File: src/rtl/keccak_io_ctrl.sv
// keccak_io_ctrl: packs 64-bit message words into rate blocks, applies
// SHA-3 padding, drives the permutation core and streams digest lanes.
// Ports: clk, rst_n (async, active-low); start; din/din_valid/last_block
// with buffer_full stall; dout/dout_valid/dout_ack/ready digest stream;
// done; perm_start/perm_block to the core, perm_done/perm_lanes back.
`timescale 1ns/1ps
module keccak_io_ctrl #(
    parameter int RATE_LANES = 17,
    parameter int OUT_LANES  = 4
) (
    input  logic                     clk,
    input  logic                     rst_n,
    input  logic                     start,
    input  logic [63:0]              din,
    input  logic                     din_valid,
    input  logic                     last_block,
    output logic                     buffer_full,
    output logic                     ready,
    output logic [63:0]              dout,
    output logic                     dout_valid,
    input  logic                     dout_ack,
    output logic                     done,
    output logic                     perm_start,
    output logic [RATE_LANES*64-1:0] perm_block,
    input  logic                     perm_done,
    input  logic [OUT_LANES*64-1:0]  perm_lanes
);

    localparam int CW = $clog2(RATE_LANES + 1);
    localparam int OW = (OUT_LANES > 1) ? $clog2(OUT_LANES) : 1;
    localparam logic [CW-1:0] FULL_CNT = CW'(RATE_LANES);
    localparam logic [CW-1:0] LAST_IDX = CW'(RATE_LANES - 1);
    localparam logic [OW-1:0] OUT_LAST = OW'(OUT_LANES - 1);
    localparam logic [63:0]   PAD_LO   = 64'h0000_0000_0000_0006;
    localparam logic [63:0]   PAD_HI   = 64'h8000_0000_0000_0000;

    typedef enum logic [2:0] {
        S_IDLE,
        S_FILL,
        S_PAD,
        S_ABSORB,
        S_SQUEEZE,
        S_DONE
    } state_t;

    state_t state, state_nx;

    logic [63:0]   lanes [RATE_LANES];
    logic [63:0]   outs  [OUT_LANES];
    logic [CW-1:0] lane_cnt;
    logic [OW-1:0] out_cnt;
    logic          last_seen;
    logic          pad_pending;
    logic          final_blk;
    logic          perm_start_q;

    logic fill_full;
    logic accept;
    logic reach_full;

    assign fill_full  = (lane_cnt == FULL_CNT);
    assign accept     = (state == S_FILL) && din_valid && !fill_full;
    assign reach_full = fill_full || (accept && lane_cnt == LAST_IDX);

    always_ff @(posedge clk or negedge rst_n) begin
        if (!rst_n) begin
            state <= S_IDLE;
        end else begin
            state <= state_nx;
        end
    end

    always_comb begin
        state_nx = state;
        unique case (state)
            S_IDLE: begin
                if (start) state_nx = S_FILL;
            end
            S_FILL: begin
                if (last_block) state_nx = S_PAD;
                else if (reach_full) state_nx = S_ABSORB;
            end
            S_PAD: begin
                state_nx = S_ABSORB;
            end
            S_ABSORB: begin
                if (perm_done) begin
                    if (final_blk) state_nx = S_SQUEEZE;
                    else if (pad_pending) state_nx = S_PAD;
                    else state_nx = S_FILL;
                end
            end
            S_SQUEEZE: begin
                if (dout_ack && out_cnt == OUT_LAST) state_nx = S_DONE;
            end
            S_DONE: begin
                if (start) state_nx = S_FILL;
            end
            default: state_nx = S_IDLE;
        endcase
    end

    always_ff @(posedge clk or negedge rst_n) begin
        if (!rst_n) begin
            for (int i = 0; i < RATE_LANES; i++) lanes[i] <= '0;
            for (int i = 0; i < OUT_LANES; i++) outs[i] <= '0;
            lane_cnt     <= '0;
            out_cnt      <= '0;
            last_seen    <= 1'b0;
            pad_pending  <= 1'b0;
            final_blk    <= 1'b0;
            perm_start_q <= 1'b0;
        end else begin
            // Single-cycle pulse on every entry into ABSORB.
            perm_start_q <= (state_nx == S_ABSORB) && (state != S_ABSORB);
            unique case (state)
                S_IDLE, S_DONE: begin
                    if (start) begin
                        for (int i = 0; i < RATE_LANES; i++) lanes[i] <= '0;
                        lane_cnt    <= '0;
                        last_seen   <= 1'b0;
                        pad_pending <= 1'b0;
                        final_blk   <= 1'b0;
                    end
                end
                S_FILL: begin
                    if (accept) begin
                        lanes[lane_cnt] <= din;
                        lane_cnt        <= lane_cnt + CW'(1);
                    end
                    if (last_block) last_seen <= 1'b1;
                    else if (reach_full) final_blk <= 1'b0;
                end
                S_PAD: begin
                    if (fill_full) begin
                        // Padding needs a fresh block after this one.
                        pad_pending <= 1'b1;
                        final_blk   <= 1'b0;
                    end else begin
                        // Both pad bytes may fall in the same lane.
                        for (int i = 0; i < RATE_LANES; i++) begin
                            lanes[i] <= lanes[i]
                                ^ ((CW'(i) == lane_cnt) ? PAD_LO : '0)
                                ^ ((i == RATE_LANES - 1) ? PAD_HI : '0);
                        end
                        final_blk <= last_seen;
                    end
                end
                S_ABSORB: begin
                    if (perm_done) begin
                        for (int i = 0; i < RATE_LANES; i++) lanes[i] <= '0;
                        lane_cnt <= '0;
                        if (final_blk) begin
                            for (int i = 0; i < OUT_LANES; i++)
                                outs[i] <= perm_lanes[64*i +: 64];
                            out_cnt <= '0;
                        end else if (pad_pending) begin
                            pad_pending <= 1'b0;
                        end
                    end
                end
                S_SQUEEZE: begin
                    if (dout_ack) out_cnt <= out_cnt + OW'(1);
                end
                default: ;
            endcase
        end
    end

    always_comb begin
        buffer_full = 1'b1;
        ready       = 1'b0;
        dout_valid  = 1'b0;
        dout        = '0;
        done        = 1'b0;
        unique case (state)
            S_FILL: begin
                buffer_full = fill_full;
            end
            S_SQUEEZE: begin
                ready      = 1'b1;
                dout_valid = 1'b1;
                dout       = outs[out_cnt];
            end
            S_DONE: begin
                done = 1'b1;
            end
            default: ;
        endcase
    end

    assign perm_start = perm_start_q;

    for (genvar g = 0; g < RATE_LANES; g++) begin : g_blk
        assign perm_block[64*g +: 64] = lanes[g];
    end

endmodule
File: config.mk
export PLATFORM = sky130hd
export DESIGN_NAME = keccak_io_ctrl
export DESIGN_NICKNAME = d
export VERILOG_FILES = /design/src/rtl/keccak_io_ctrl.sv
export SDC_FILE = /design/constraint.sdc
export NUM_CORES = 2
export LEC_CHECK = 0
export BUFFER_PORTS_ARGS = -buffer_cell sky130_fd_sc_hd__buf_2
export CORE_AREA = 2 2 576 578
export CTS_CLUSTER_DIAMETER = 50
export DETAILED_ROUTE_END_ITERATION = 8
export DIE_AREA = 0 0 578 580
export GPL_TIMING_DRIVEN = 0
export HOLD_SLACK_MARGIN = 0.08
export PLACE_DENSITY = 0.36
export SLEW_MARGIN = 5
export SYNTH_ARGS = -nofsm -noshare
export SYNTH_HDL_FRONTEND = slang
export SYNTH_SLANG_ARGS = --single-unit
export TNS_END_PERCENT = 1
File: constraint.sdc
create_clock -name clk -period 2.01 [get_ports clk]
set_input_delay 0 -clock clk [delete_from_list [all_inputs] [get_ports clk]]
set_output_delay 0 -clock clk [all_outputs]
set_load 0.005 [all_outputs]
### After elaboration in Yosys (flattened, before gate mapping)

Cells that the tools add are included.

| word-level totals | value |
|---|---|
| bits of input ports | 327 |
| register bits after elaboration | 1358 |
| word-level logic and storage cells | 173 |
| output and inout port bits | 1157 |

| cells by class | value |
|---|---|
| add/sub/neg operators | 2 |
| eq/ne operators | 37 |
| bitwise logic cells | 20 |
| multiplexer cells | 59 |
| reductions and logical operators | 24 |
| magnitude comparators | 3 |

Operators by type and width:

| kind | number |
|---|---|
| 2-to-1 mux 1088 bit | 4 |
| case mux 1088 bit (4 select lines) | 1 |
| bitwise mux 1088 bit | 1 |
| bitwise XOR 64 x 3 -> 64 bit | 17 |
| demux 64 bit (select 5 bit) | 1 |
| 2-to-1 mux 64 bit | 4 |
| binary-select mux 64 bit (select 2 bit) | 1 |
| 2-to-1 mux 3 bit | 23 |
| == test 4 x 5 -> 1 bit (first input constant) | 8 |
| == test 3 x 5 -> 1 bit (first input constant) | 4 |
| != test 2 bit (second input constant) | 10 |
| 2-to-1 mux 5 bit | 3 |
| case mux 3 bit (5 select lines) | 1 |
| case mux 5 bit (3 select lines) | 1 |
| AND reduction 4 bit | 3 |
| 2-to-1 mux 1 bit | 11 |
| == test 2 x 5 -> 1 bit (first input constant) | 2 |
| == test 5 bit (second input constant) | 2 |
| AND reduction 5 bit | 2 |
| == test 3 x 2 -> 1 bit (second input constant) | 3 |
| nonzero test 3 bit | 3 |
| 2-to-1 mux 2 bit | 4 |
| == test 3 bit (second input constant) | 2 |
| greater-or-equal comparator 6 bit (second input constant) | 1 |
| 25 further kinds | 33 |

### Longest topological paths before layout

| logic depth | value |
|---|---|
| word-level depth | 10 |
| mapped depth | 9 |
| gate-level depth less buffers | 6 |

### Worst setup path after synthesis

No wires, ideal clock.

| path | value |
|---|---|
| path kind | register to register |
| start point | reg lane_cnt[1] |
| end point | reg lanes (netlist bit perm_block[961]) |
| stages on the path, launching flop included | 8 |
| slack | -52 ps |
| setup time | 126 ps |
| period minus slack after synthesis | 2062 ps |
| data required time | 1884 ps |
| buffers on the path | 1 |
| arrival | 1936 ps |
| cells stage by stage | dfrtp_1 > inv_1 > ha_1 > and3b_1 > a32o_1 > buf_2 > or3_1 > o32a_1 |

| on the way | value |
|---|---|
| word-level cells in the longest chain between the ends | 8 |
| elaborated cells on any way between the ends | 19 |
| classes of those cells | 2 x order compare; 4 x eq/ne; 7 x mux; 2 x bitwise; 4 x reduce/logical |

Ends and longest elaborated chain:

| item | RTL line | source |
|---|---|---|
| start, declared | 50 | `logic [CW-1:0] lane_cnt;` |
| start signal, assigned | 129 | `lane_cnt <= lane_cnt + CW'(1);` |
| inverter 5 -> 6 bit (not written as such) | 128 | `lanes[lane_cnt] <= din;` |
| greater-or-equal comparator 6 bit (not written as such) / < comparator 6 x 1 -> 1 bit (equally long branches) | 128 |  |
| logical AND 1 bit (not written as such) | 128 |  |
| 2-to-1 mux 64 bit (not written as such) | 128 |  |
| demux 64 bit (select 5 bit) | 128 |  |
| bitwise mux 1088 bit | 128 |  |
| 2-to-1 mux 1088 bit | 127 | `if (accept) begin` |
| case mux 1088 bit (4 select lines) | 116 | `unique case (state)` |
| end signal, assigned by index | 128 |  |
| end signal, assigned by index | 142 | `lanes[i] <= lanes[i]` |
| end, declared | 48 | `logic [63:0] lanes [RATE_LANES];` |

Parallel ways exist; a longest one is shown, timed or not. The select of a mux whose other input is x is not followed.
A chain may end at the register's enable or synchronous reset.

### Final worst setup path

| path | value |
|---|---|
| start point | reg out_cnt[0] |
| end point | out dout[60] |

| on the way | value |
|---|---|
| word-level cells in the longest chain between the ends | 5 |

Ends and longest elaborated chain:

| item | RTL line | source |
|---|---|---|
| start, declared | 51 | `logic [OW-1:0] out_cnt;` |
| start signal, assigned | 163 | `if (dout_ack) out_cnt <= out_cnt + OW'(1);` |
| inverter 2 -> 3 bit (not written as such) | 183 | `dout = outs[out_cnt];` |
| binary-select mux 64 bit (select 2 bit) | 183 |  |
| 2-to-1 mux 64 bit (not written as such) (2 in series) | 183 |  |
| 2-to-1 mux 64 bit | 176 | `unique case (state)` |
| end, declared | 19 | `output logic [63:0] dout,` |

No other way between the ends. The select of a mux whose other input is x is not followed.

==> qor.yml <==
antenna_left: 0
cp-end-kind: "output port"
rows: 211
numCtsBuffers: 241
grt_pass1_vias: 48997
synth.top_cells.by_area: "dfrtp_1 59%, mux2i_1 19%, nand2_1 7.5%"
grt_busiest_layer: "met2"
grt_overflow: 0
first_pass_iters: 5
wl_per_cell_microns: 28.7
synth_top_area_frac: 0.589
cts_sinks: 1358
crit_type: "reg -> out"
synth_ff_type: "dfrtp_1"
crit_top_cell: "buf_12"
cts_tree: "done"
yosysWarningCount: 0
dieArea_sq_mm: 0.335
grt_util_all_layers: 0.192
fp.dieH_microns: 580
dpl_cell_area_sq_mm: 0.0710
synth_compound_gate_area_share: 0.0121
finalWirelength_microns: 332000
initialDrtViolationCount: 2216
ys_seq_area_frac: 0.589
drive_gt1_frac: 0.391
vias_per_cell: 4.00
arrival_ns: 2.55
seqCellArea_sq_mm: 0.0340
path_delay_family: "multiplexers"
synthDistinctLibCells: 57
syn-num-nets: 4886
rsz0062_at_grt: "true"
synth_xor_area_frac: 0
synthTopCellsByCount: "1358 x dfrtp_1, 1158 x nand2_1, 1085 x mux2i_1, 257 x mux2_2, 137 x buf_2"
synth.most_common_cell: "dfrtp_1"
cts-root-buf: "clkbuf_16"
htree_levels: 4
gp_congestion: 0.828
dieWidth_microns: 578
critical_path_required_ns: 2.01
coreArea_sq_mm: 0.329
clockBufferDepth: 4
slew_headroom: 0.384
use_met1: 0.209
fmax_mhz: 392
violations: "hold timing, setup timing"
io_buffers: 1483
vdd_drop_max_uv: 744
drc: 0
path_cells: "buf_12 -> buf_12 -> mux4_2 -> and2_4 -> buf_6"
power.leakage_nw: 49.3
use_met3: 0.0557
crit_path_max_incr_delay_ns: 0.59
antenna_found_initial: 38
cp_num_buf_inv: 3
outcome: "complete, but fails checks"
grt_max_degree: 150
hpwl_microns: 255000
fillerInstances: 34662
synth_edf_count: 0
finalCritPeriodShare: 1.27
initial_core_util: 0.175
hold_slack_ns: -1.09
slew_violations: 0
path_max_fanout: 7
clk_latency_ns: 0.92
clock_skew_ns: 0.0700
use_met2: 0.356
ioPinCount: 1484
setup_violations: 1411
synthSimpleGateAreaFrac: 0.0943
num_vias: 46186
ys_async_sr_fraction: 1.00
hold_violations: 426
netlist_area_sq_mm: 0.0577
grt_first_pass_wirelength_microns: 441000
max_slew.worst_pin.slew_ns: 0.924
synth_mux_area_frac: 0.263
maxCapViolCount: 0
synthAdderAreaFrac: 0.00130
multi_input_area_sq_mm: 0.0225
setup_slack_ns: -0.541
hp-class: "in -> async"
power_density_mw_per_mm2: 1320
design_area_sq_mm: 0.0897
synth_top_family_by_area: "multiplexers"
syn_to_final_growth_pct: 55.4
fin_crit_ns: 2.55
cp_slowest_cell: "mux4_2"
synthCells: 4553
ys_ff_latch: 1358
yosys.area.top_type: "dfrtp_1"
syn_area_per_cell_sq_um: 12.7
path_clk_slew_ns: 0.05
nets: 7294
start_kind: "flop"
## final timing paths
| path | startpoint | to | slack, ns | cells past startpoint |
|---|---|---|---|---|
| min in group clk | perm_lanes[77] | outs[141] | 0.11 | 3 |
| min | rst_n | outs[7] | -1.09 | 1 |
| max in group asynchronous | rst_n | perm_block[940] | 0 | 5 |
| min reg2reg | outs[116] | outs[116] | 0.50 | 1 |
| max reg2reg | state[1] | perm_block[577] | -0.49 | 7 |
| max | out_cnt[0] | dout[60] | -0.54 | 5 |
## report_power, final
part,total (mW),switching (mW),internal (mW)
clock network,43.7,16.2,27.5
registers,35.6,3.15,32.4
logic,38.8,23.9,14.9
## kinds of logic (layout without fill, tap and decap cells)
group,after synthesis,count (layout)
AO/OA/AOI/OAI,90,91
adder cells (fa/ha/maj),6,6
buffers and inverters,388,2998
flip-flops,1358,1358
multiplexers,1406,1406
other,0,17
AND/OR/NAND/NOR,1305,1305
## what timing repair did
| action | CTS | global route |
|---|---|---|
| endpoints found under the hold margin | 2019 | 385 |
| setup buffers | 11 | 18 |
| cloned | 2 | 7 |
| setup endpoints to repair | 1423 | 1780 |
| pin swaps | 28 | 39 |
| hold buffers | 625 | 8 |
| resized for setup | 617 | 397 |
## layout make-up
type / count / share of cell area
Tap cell: 4366 / 0.0609
Antenna cell: 17 / 0.000474
Buffer: 382 / 0.0495
Clock buffer: 293 / 0.0730
Inverter: 6 / 0.000251
Clock inverter: 153 / 0.0222
Sequential cell: 1358 / 0.379
Multi-Input combinational cell: 2808 / 0.251
Timing Repair Buffer: 2164 / 0.164
## through the flow
step	setup WS, ns	cells	util	setup TNS (ns)	power, mW
2_1_floorplan	0.0127	4553	-	0	50.7
3_3_place_gp	-32.80	10402	0.215	-	69.1
3_5_place_dp	-2.85	10414	0.216	-2807.15	69.6
4_1_cts	-0.648	11498	0.267	-486.47	118
5_1_grt	-0.625	11543	0.272	-521.79	123
6_report	-0.541	11547	0.273	-332.53	118
## layout by cell type (no fill, tap or decap), types with 9 or more instances in the layout
cell type and instances:
o21a_1 32, nor4b_4 9, nand2_8 42, diode_2 17, bufinv_16 32, mux2_2 257, nand2_1 1095, buf_12 83
and2_4 34, mux4_2 64, and2_1 29, inv_6 25, buf_2 1505, buf_4 67, clkinvlp_4 22, clkbuf_16 255
nor2_1 16, buf_16 17, buf_8 28, clkbuf_8 34, nand2_4 15, clkinv_4 29, dlygate4sd3_1 633, clkinv_2 33
o21ai_0 11, clkbuf_2 21, mux2i_1 1085, dfrtp_1 1354, clkbuf_1 31, buf_6 131, clkbuf_4 34
## metal layers
metal | routed length (microns) | part of all wire
met5 | 7 | 0.000021
met4 | 11200 | 0.034
met3 | 24400 | 0.073
met2 | 173000 | 0.52
met1 | 123000 | 0.37
## flip-flops by register name (all words and copies together), names as in the netlist
name,flops
final_blk,1
lane_cnt,5
last_seen,1
out_cnt,2
outs,256
pad_pending,1
perm_block,1088
perm_start,1
state,3
Power figures use the tool's default switching activity.
